$ cat src/rtl/cordic_vectoring.sv
// Iterative CORDIC engine, vectoring mode.
// Drives y toward zero with one micro-rotation per clock and returns the
// uncompensated magnitude (K * |v|) and the angle in binary angle units
// (2^WIDTH = 360 degrees).
//
// Handshake: start is sampled only in IDLE; the cycle it is seen high the
// inputs are captured and busy rises. busy stays high for ITER cycles, then
// done pulses for exactly one cycle with mag_out/angle_out valid. busy and
// done are never high together. start in RUN or DONE is ignored, and the
// results hold until the next done.
module cordic_vectoring #(
   parameter int WIDTH = 32,
   parameter int ITER  = 16
) (
   input  logic                    clk,
   input  logic                    rst_n,
   input  logic                    start,
   input  logic signed [WIDTH-1:0] x_in,
   input  logic signed [WIDTH-1:0] y_in,
   output logic                    busy,
   output logic                    done,
   output logic signed [WIDTH+1:0] mag_out,
   output logic        [WIDTH-1:0] angle_out
);

   // Two guard bits cover K*sqrt(2)*2^(WIDTH-1) and the negation of the most
   // negative input.
   localparam int XW = WIDTH + 2;
   localparam int IW = (ITER > 1) ? $clog2(ITER) : 1;
   localparam logic [IW-1:0]    LAST        = IW'(ITER - 1);
   localparam logic [WIDTH-1:0] QUARTER     = {2'b01, {(WIDTH-2){1'b0}}};
   localparam logic [WIDTH-1:0] NEG_QUARTER = {2'b11, {(WIDTH-2){1'b0}}};

   // Elaboration-time arctangent: round(atan(2^-idx) * 2^WIDTH / (2*pi)).
   // atan(1) is taken as pi/4; smaller arguments use the Taylor series,
   // which converges at least as fast as 0.25^k for idx >= 1.
   function automatic logic [WIDTH-1:0] atan_const(input int idx);
      real pi;
      real arg;
      real arg2;
      real term;
      real sum;
      real scaled;
      longint rounded;
      pi  = 3.14159265358979323846;
      arg = 1.0;
      for (int k = 0; k < idx; k++) begin
         arg = arg / 2.0;
      end
      if (idx == 0) begin
         sum = pi / 4.0;
      end else begin
         arg2 = arg * arg;
         term = arg;
         sum  = 0.0;
         for (int k = 0; k < 40; k++) begin
            sum  = sum + term / real'(2 * k + 1);
            term = -term * arg2;
         end
      end
      scaled = sum / (2.0 * pi);
      for (int k = 0; k < WIDTH; k++) begin
         scaled = scaled * 2.0;
      end
      rounded = longint'(scaled);
      return WIDTH'(rounded);
   endfunction

   typedef enum logic [1:0] {
      S_IDLE = 2'd0,
      S_RUN  = 2'd1,
      S_DONE = 2'd2
   } state_t;

   state_t state;
   state_t state_nx;

   logic signed [XW-1:0]  x_r;
   logic signed [XW-1:0]  y_r;
   logic        [WIDTH-1:0] z_r;
   logic        [IW-1:0]  i_r;
   logic                  zero_flag;

   logic signed [XW-1:0]  x_ext;
   logic signed [XW-1:0]  y_ext;
   logic signed [XW-1:0]  x_init;
   logic signed [XW-1:0]  y_init;
   logic        [WIDTH-1:0] z_init;

   logic signed [XW-1:0]  x_shift;
   logic signed [XW-1:0]  y_shift;
   logic signed [XW-1:0]  x_nx;
   logic signed [XW-1:0]  y_nx;
   logic        [WIDTH-1:0] z_nx;

   logic        [WIDTH-1:0] atan_tab [ITER];

   for (genvar g = 0; g < ITER; g++) begin : g_atan
      localparam logic [WIDTH-1:0] ATAN_G = atan_const(g);
      assign atan_tab[g] = ATAN_G;
   end

   assign x_ext = {{2{x_in[WIDTH-1]}}, x_in};
   assign y_ext = {{2{y_in[WIDTH-1]}}, y_in};

   // State register.
   always_ff @(posedge clk or negedge rst_n) begin
      if (!rst_n) begin
         state <= S_IDLE;
      end else begin
         state <= state_nx;
      end
   end

   // Next-state logic: one pass through RUN lasts exactly ITER cycles.
   always_comb begin
      state_nx = state;
      case (state)
         S_IDLE:  if (start) state_nx = S_RUN;
         S_RUN:   if (i_r == LAST) state_nx = S_DONE;
         S_DONE:  state_nx = S_IDLE;
         default: state_nx = S_IDLE;
      endcase
   end

   // Status outputs decoded from the state.
   always_comb begin
      busy = 1'b0;
      done = 1'b0;
      case (state)
         S_RUN:   busy = 1'b1;
         S_DONE:  done = 1'b1;
         default: begin
            busy = 1'b0;
            done = 1'b0;
         end
      endcase
   end

   // Quadrant pre-rotation so the iterations start from the right half-plane.
   always_comb begin
      x_init = x_ext;
      y_init = y_ext;
      z_init = '0;
      if (x_in[WIDTH-1]) begin
         if (!y_in[WIDTH-1]) begin
            x_init = y_ext;
            y_init = -x_ext;
            z_init = QUARTER;
         end else begin
            x_init = -y_ext;
            y_init = x_ext;
            z_init = NEG_QUARTER;
         end
      end
   end

   // One micro-rotation: rotate against the sign of y to drive it to zero.
   always_comb begin
      x_shift = x_r >>> i_r;
      y_shift = y_r >>> i_r;
      if (!y_r[XW-1]) begin
         x_nx = x_r + y_shift;
         y_nx = y_r - x_shift;
         z_nx = z_r + atan_tab[i_r];
      end else begin
         x_nx = x_r - y_shift;
         y_nx = y_r + x_shift;
         z_nx = z_r - atan_tab[i_r];
      end
   end

   // Datapath: capture in IDLE, iterate in RUN, load results on the last step.
   always_ff @(posedge clk or negedge rst_n) begin
      if (!rst_n) begin
         x_r       <= '0;
         y_r       <= '0;
         z_r       <= '0;
         i_r       <= '0;
         zero_flag <= 1'b0;
         mag_out   <= '0;
         angle_out <= '0;
      end else begin
         if (state == S_IDLE && start) begin
            x_r       <= x_init;
            y_r       <= y_init;
            z_r       <= z_init;
            i_r       <= '0;
            zero_flag <= (x_in == '0) && (y_in == '0);
         end else if (state == S_RUN) begin
            x_r <= x_nx;
            y_r <= y_nx;
            z_r <= z_nx;
            i_r <= i_r + 1'b1;
            if (i_r == LAST) begin
               // A zero vector has no defined angle; report it as all zeros.
               mag_out   <= zero_flag ? '0 : x_nx;
               angle_out <= zero_flag ? '0 : z_nx;
            end
         end
      end
   end

endmodule

$ cat config.mk
export PLATFORM = sky130hd
export DESIGN_NAME = cordic_vectoring
export DESIGN_NICKNAME = d
export VERILOG_FILES = /design/src/rtl/cordic_vectoring.sv
export SDC_FILE = /design/constraint.sdc
export NUM_CORES = 1
export LEC_CHECK = 0
export ABC_AREA = 1
export BUFFER_PORTS_ARGS = -buffer_cell sky130_fd_sc_hd__buf_2
export CORE_MARGIN = 2
export CORE_UTILIZATION = 25
export CTS_BUF_LIST = sky130_fd_sc_hd__clkbuf_8
export DETAILED_ROUTE_END_ITERATION = 8
export PLACE_DENSITY = 0.5
export SLEW_MARGIN = 20
export SYNTH_ARGS = -nofsm -noshare
export SYNTH_HDL_FRONTEND = slang
export SYNTH_SLANG_ARGS = --single-unit
$ cat constraint.sdc
create_clock -name clk -period 4.5 [get_ports clk]
set_input_delay 0.9 -clock clk [delete_from_list [all_inputs] [get_ports clk]]
set_output_delay 0.9 -clock clk [all_outputs]
set_load 0.02 [all_outputs]
# After elaboration in Yosys (flattened, before gate mapping)
# Memories as Yosys holds them, arrays and structs flattened.
# Index checks and enable logic that the tools add are counted.
op_classes:
  n_bitwise: 2
  shifts: 2
  n_eq_ne: 5
  mux: 26
  n_reduce_logical: 8
  addsub: 9
  n_lt_le_gt_ge: 1
ops:
  columns: ["operator", "count"]
  rows:
  - ["$mux 34", 11]
  - ["$mux 32", 8]
  - ["$add 34x34->34", 2]
  - ["$neg 32->34", 2]
  - ["$sshr 34x4->34", 2]
  - ["$sub 34x34->34", 2]
  - ["$logic_not 32->1", 2]
  - ["$add 32x32->32", 1]
  - ["$sub 32x32->32", 1]
  - ["$mux 4", 2]
  - ["$ge 5x5->1 const B", 1]
  - ["$not 4->5", 1]
  - ["$add 4x1->4 const B", 1]
  - ["$eq 4x4->1 const B", 1]
  - ["$mux 2", 2]
  - ["$pmux 2 s2", 1]
  - ["$reduce_and 3->1", 1]
  - ["$eq 2x1->1 const B", 1]
  - ["$eq 2x2->1 const B", 1]
  - ["$logic_and 1x1->1", 2]
  - ["$logic_not 2->1", 1]
  - ["$mux 1", 2]
  - ["$ne 2x1->1 const B", 1]
  - ["$ne 2x2->1 const B", 1]
  - ["other kinds (3)", 3]
totals:
  regBits: 173
  mem_bits_ro: 512
  n_memories: 1
  output_inout_bits: 68
  input_bits: 67
memory_table:
  columns: ["name", "depth", "word_bits", "read_ports", "rd_clocked_by_memory_dff", "wr", "line", "source"]
  rows:
  - ["(no name shown)", 16, 32, 1, 0, 0, "169", "z_nx = z_r - atan_tab[i_r];"]

# Depth between registers and ports, before layout
# Gate-level depths: netlist of run 1.
logic_depth:
  depth_word: 8
  ltp_mapped: 34
  mapped_depth_nobuf: 32

# Worst setup path after synthesis of run 1
# Ideal clock, no wire load.
synth_path:
  kind: "flip-flop to flip-flop"
  start: "register i_r[1]"
  end: "register z_r[25]"
  arrival_ns: 4.282
  required_ns: 4.380
  setup_slack_ns: 0.098
  synth_period_minus_slack_ns: 4.402
  stages_incl_launch_ff: 28
  cell_sequence: "dfrtp_1 > buf_4 > inv_4 > buf_4 > buf_4 > ha_1 > o21ai_0 > inv_1 > o21ai_1 > o21ai_1 > inv_1 > ha_1 > inv_1 > nor3_2 > nand2_1 > o31ai_4 > nand2_2 > xor2_1 > ha_1 > a21o_1 > nor2_1 > o21ai_0 > nand2_1 > nand3_1 > a21o_1 > or2_2 > nand3_1 > nand2_1"
synth_via:
  elab_chain_cells: 8
  word_cells_on_any_way: 9
synth_rtl:
  columns: ["element", "line", "source"]
  rows:
  - ["from (decl)", "81", "logic [IW-1:0] i_r;"]
  - ["from (signal assigned)", "194", "i_r <= i_r + 1'b1;"]
  - ["$not 4->5 (not written as such) *", "165, 169", null]
  - ["$mem_v2 16x32 *", null, null]
  - ["$mux 32 (not written as such) * (2 in series)", "169", null]
  - ["$add 32x32->32 or $sub 32x32->32 (tied branches)", "165, 169", null]
  - ["$mux 32 *", "162", "if (!y_r[XW-1]) begin"]
  - ["$mux 32 *", "190", "end else if (state == S_RUN) begin"]
  - ["$mux 32 *", "184", "if (state == S_IDLE && start) begin"]
  - ["to (signal assigned)", "187", "z_r <= z_init;"]
  - ["to (signal assigned)", "193", "z_r <= z_nx;"]
  - ["to (decl)", "80", "logic [WIDTH-1:0] z_r;"]
# Every way passes the cells marked *; elsewhere a longest branch is shown, timed or not. The select of a mux whose other input is x is not followed.
# A chain may end at the register's enable or synchronous reset.

# Worst setup path in the final report of run 1
layout_path:
  start: "register i_r[0]"
  end: "register y_r[26]"
layout_via:
  elab_chain_cells: 5
  word_cells_on_any_way: 6
layout_rtl:
  columns: ["element", "line", "source"]
  rows:
  - ["$sshr 34x4->34 *", "160", "x_shift = x_r >>> i_r;"]
  - ["$sub 34x34->34 or $add 34x34->34 (tied branches)", "164, 168", null]
  - ["$mux 34 *", "162", null]
  - ["$mux 34 *", "190", null]
  - ["$mux 34 *", "184", null]
  - ["to (signal assigned)", "186", "y_r <= y_init;"]
  - ["to (signal assigned)", "192", "y_r <= y_nx;"]
  - ["to (decl)", "79", "logic signed [XW-1:0] y_r;"]
# Marked as above.

==> results.json, run 1 <==
{
  "run_status": "finished clean",
  "synth-seq-cells": 173,
  "ys.flop_type": "dfrtp_1",
  "clk_pin_slew_worst_paths_ns": 0.11,
  "min_path_type": "in2async",
  "ys_types": 60,
  "critPathLaunchType": "flop",
  "r2r_setup_slack_ns": 0.14,
  "antenna_found_initial": 2,
  "rsz0062_at_grt": "true",
  "drc": 0,
  "synth_top_cell_by_area": "dfrtp_1",
  "worst_ep_required_time_ns": 5.06,
  "layout_commonest_cell": "nand2_1",
  "postSynthCellCount": 3240,
  "portBuffers": 134,
  "crit_path_end_kind": "flop",
  "max_freq_ghz": 0.229,
  "slowest_stage": "dfrtp_2",
  "worstRegToRegCells": 28,
  "h-tree-depth": 4,
  "vias_per_cell": 5.06,
  "dr_total_vias": 23500,
  "syn2layout_area_growth_pct": 25.1,
  "worstPathMaxFanout": 21,
  "clock_path_buffers": 2,
  "fp.coreArea_um2": 79300,
  "finalWirelength_um": 88800,
  "worstReg2RegStart": "i_r[0]",
  "routabilityCongestion": 0.951,
  "drive_gt1_frac": 0.200,
  "overflow": 0,
  "die_w_um": 288,
  "cpLargestDelayFamily": "simple AND/OR/NAND/NOR gates",
  "final_cell_mix": "nand2_1 (905), nand3_1 (436), buf_4 (294)",
  "tns_ns": 0,
  "grt_start_max_net_pins": 83,
  "path_class": "reg2reg",
  "drv_slew": 0,
  "path_buf_inv": 5,
  "critPathMaxStageDelay_ns": 0.45,
  "drt_iter0_markers": 1902,
  "postSynthAreaPerCell_um2": 6.20,
  "path_common_cell": "nand2_1",
  "die_area_um2": 82700,
  "post-place-ws_ns": -0.0837,
  "instances_no_fill": 4635,
  "syn-num-nets": 3418,
  "ys_warn_count": 0,
  "reg2reg_to": "y_r[26]",
  "synth_area_leaders": "dfrtp_1 (22%), nand2_1 (17%), nand3_1 (11%)",
  "place_inst": 4579,
  "synth_area_um2": 20100,
  "initial_utilization": 0.254,
  "finalCriticalPeriod_ns": 4.36,
  "clock_sinks": 173,
  "synth_edf_count": 0,
  "drt-pass1-iter-count": 6,
  "insertion_delay_ns": 0.63,
  "max_slew_margin": 0.367,
  "die_y_um": 288,
  "worstMarginPinSlew_ns": 0.949,
  "num_rows": 103,
  "grt_pass1_wl_um": 135000,
  "cts_tree": "yes",
  "yosysTopAreaCellShare": 0.215,
  "drv_cap": 0,
  "cts_root_buf": "clkbuf_8",
  "hold_viol": 0,
  "num_io_pins": 135,
  "setup_viol": 0,
  "first_global_vias": 22700,
  "dpl.hpwl_um": 72300,
  "ys_seq_area_frac": 0.215,
  "synthArstFlopShare": 1.00,
  "fillers": 8872,
  "grt_use_total": 0.213,
  "avgRoutedWirePerCell_um": 19.2,
  "worst_slack_ns": 0.138,
  "cts_buffers": 17,
  "post-route-period-util": 0.969,
  "critPathArrivalTime_ns": 4.92,
  "ant_nets": 0,
  "fin_worst_skew_ns": 0.0373,
  "nets": 3749
}
## how the worst max path moves through the flow
stage               endpoint  slack (ns)  depth (start not counted)    from
finish               y_r[26]        0.14                         28  i_r[0]
global route         x_r[28]       -0.17                         32  i_r[0]
CTS                  y_r[33]       0.008                         28  i_r[1]
detailed placement   x_r[20]       -0.08                         25  i_r[1]
global placement     x_r[28]       -0.04                         27  i_r[0]
floorplan            z_r[25]         0.1                         27  i_r[1]
## what timing repair did
action | 4_1_cts | 5_1_grt
endpoints found under the setup margin | 6 | 97
cloned | 0 | 1
setup buffers | 2 | 20
gates resized for setup | 5 | 196
pin swaps | 3 | 32
hold buffers | 0 | 0
## stage by stage
step,instance area (um2),util,hold slack (ns)
2_1_floorplan,20100,-,0.447
3_3_place_gp,23800,0.300,0.458
3_5_place_dp,23800,0.300,0.461
4_1_cts,24200,0.305,0.350
5_1_grt,25100,0.317,0.397
6_report,25100,0.317,0.346
## registers in the layout, indices dropped and copies added (netlist names)
register / flops
mag_out: 34
x_r: 34
y_r: 34
angle_out: 32
z_r: 32
i_r: 4
state: 2
zero_flag: 1
## Yosys cell counts, types with 7 or more instances
cell type,number
a21o_1,21
a21oi_1,184
a22oi_1,9
a31oi_1,19
a32o_1,10
buf_1,10
buf_2,31
buf_4,14
buf_6,9
clkbuf_1,70
dfrtp_1,173
ha_1,108
inv_1,247
inv_2,8
nand2_1,930
nand2_2,10
nand3_1,456
nand3b_1,11
nand4_1,33
nor2_1,252
nor2_2,7
nor3_1,36
nor4_1,14
o211ai_1,43
o21ai_0,202
o21ai_1,33
o21bai_1,17
o221ai_1,15
o22ai_1,9
or2_2,25
xnor2_1,58
xor2_1,99
## cell families after synthesis
group / count (synthesis) / share of synthesized area
AOI/OAI and AO/OA: 614 / 0.181
DFF: 173 / 0.215
xor gates and xnor gates: 157 / 0.0684
adders and majority gates: 111 / 0.0702
and+or+nand+nor: 1790 / 0.382
buffers and inverters: 395 / 0.0821
## layer usage
metal	track usage	wire, um	vias up	part of all wire
li1	-	-	11600	-
met1	0.297	42000	11100	0.47
met2	0.351	40800	613	0.46
met3	0.0216	4200	96	0.047
met4	0.0543	1760	2	0.020
met5	0	13	-	0.00015
## cell type report
| cell class | instances | area, um2 | share of cell area |
|---|---|---|---|
| antenna | 1 | 2.50 | 0.0000996 |
| clock buffer | 17 | 234 | 0.00931 |
| clock inverter | 15 | 164 | 0.00652 |
| inverter | 261 | 987 | 0.0393 |
| multi-input combinational | 2672 | 14900 | 0.592 |
| sequential | 173 | 4330 | 0.172 |
| tap | 1050 | 1310 | 0.0523 |
| timing repair buffer | 446 | 3220 | 0.128 |
Power of run 1 is not shown: default switching activity piles up to over one toggle a cycle in this logic, so the estimate is an artifact.
==> run 2: changes to the inputs <==
Settings changed: CAP_MARGIN set to 5, CORE_MARGIN 2 to 4, RECOVER_POWER set to 50.
==> results.json, run 2 (synthesis results as in run 1) <==
{
  "first_global_vias": 22500,
  "path_class": "reg2reg",
  "syn2layout_area_growth_pct": 23.1,
  "drive_gt1_frac": 0.182,
  "clk_pin_slew_worst_paths_ns": 0.11,
  "worst_slack_ns": 0.199,
  "path_common_cell": "nand2_1",
  "drc": 0,
  "max_slew_margin": -0.658,
  "gr-usage-met2": 0.325,
  "violations": "max-capacitance violations, max-slew violations",
  "layout_commonest_cell": "nand2_1",
  "portBuffers": 134,
  "fillers": 8981,
  "path_buf_inv": 4,
  "post-place-ws_ns": 0.0120,
  "drv_cap": 1,
  "cts_hold_buf": 0,
  "cts_tree": "yes",
  "hold_viol": 0,
  "instances_no_fill": 4585,
  "die_area_um2": 85000,
  "grtUsageMet3": 0.0261,
  "insertion_delay_ns": 0.60,
  "num_io_pins": 135,
  "drv_slew": 93,
  "dpl.hpwl_um": 71000,
  "routabilityCongestion": 0.915,
  "finalWirelength_um": 89100,
  "grt_pass1_wl_um": 134000,
  "max_freq_ghz": 0.233,
  "crit_path_end_kind": "flop",
  "cts_buffers": 17,
  "avgRoutedWirePerCell_um": 19.4,
  "overflow": 0,
  "num_rows": 103,
  "clock_path_buffers": 2,
  "regArea_um2": 4330,
  "post-route-period-util": 0.956,
  "setup_viol": 0,
  "finalCriticalPeriod_ns": 4.30,
  "worst_ep_required_time_ns": 5.04,
  "critPathArrivalTime_ns": 4.84,
  "worstPathMaxFanout": 23,
  "fin_worst_skew_ns": 0.0212,
  "critPathLaunchType": "flop",
  "grtUsageMet1": 0.286,
  "fp.coreArea_um2": 79400,
  "dr_total_vias": 23500,
  "nets": 3699,
  "worstMarginPinSlew_ns": 2.49,
  "antenna_found_initial": 3,
  "run_status": "finished, violations left",
  "reg_top3": "mag_out x34, x_r x34, y_r x34",
  "die_y_um": 292,
  "h-tree-depth": 4,
  "multi_input_comb_area_um2": 14900,
  "drt-pass1-iter-count": 5,
  "critPathMaxStageDelay_ns": 0.46,
  "initial_utilization": 0.253,
  "drt_iter0_markers": 2036,
  "die_w_um": 292,
  "vias_per_cell": 5.12,
  "tns_ns": 0,
  "busiest_layer": "met2",
  "final_cell_mix": "nand2_1 (906), nand3_1 (433), buf_4 (245)",
  "slowest_stage": "dfrtp_2",
  "min_path_type": "reg2reg",
  "grt_use_total": 0.201,
  "clock_sinks": 173,
  "place_inst": 4524,
  "ant_nets": 0,
  "hold_slack_ns": 0.489,
  "cpLargestDelayFamily": "simple AND/OR/NAND/NOR gates",
  "grt_start_max_net_pins": 93,
  "rsz0062_at_grt": "true",
  "cts_root_buf": "clkbuf_8"
}
[run 2: final timing paths]
| kind | from | end | slack [ns] | cells past startpoint |
|---|---|---|---|---|
| max in group asynchronous | rst_n | i_r[1] | 1.09 | 2 |
| min | mag_out[30] | mag_out[30] | 0.49 | 2 |
| max | i_r[0] | y_r[26] | 0.20 | 27 |
| min reg2reg | mag_out[30] | mag_out[30] | 0.49 | 2 |
| max reg2reg | i_r[0] | y_r[26] | 0.20 | 27 |
| min in group asynchronous | rst_n | angle_out[21] | 1.00 | 1 |
[run 2: cell type report]
cell class / instances / share of cell area
Antenna cell: 1 / 0.000101
Clock buffer: 17 / 0.00946
Clock inverter: 15 / 0.00814
Inverter: 261 / 0.0399
Multi-Input combinational cell: 2672 / 0.602
Sequential cell: 173 / 0.175
Tap cell: 1050 / 0.0531
Timing Repair Buffer: 396 / 0.112
[run 2: what timing repair did]
item                                    4_1_cts  5_1_grt
endpoints found under the setup margin        2       98
setup buffers                                 0       25
gates cloned                                  0        3
pin swaps                                     0       43
resized for setup                             2      189
[run 2: per-layer routing]
metal | vias up | share of wire
li1 | 11500 | -
met1 | 11200 | 0.47
met2 | 651 | 0.46
met3 | 91 | 0.052
met4 | 2 | 0.021
met5 | - | 0.00019
[run 2: tightest hold or removal path, cell delays in order, from the launching register on]
cell     delay, ns
dfrtp_1       0.36
nand2_1       0.05
nand2_1       0.05
[run 2: stage by stage]
stage | util | area (um2)
2_1_floorplan | - | 20100
3_3_place_gp | 0.294 | 23300
3_5_place_dp | 0.294 | 23300
4_1_cts | 0.299 | 23800
5_1_grt | 0.312 | 24700
6_report | 0.312 | 24700
Power of run 2 is left out for the same reason.
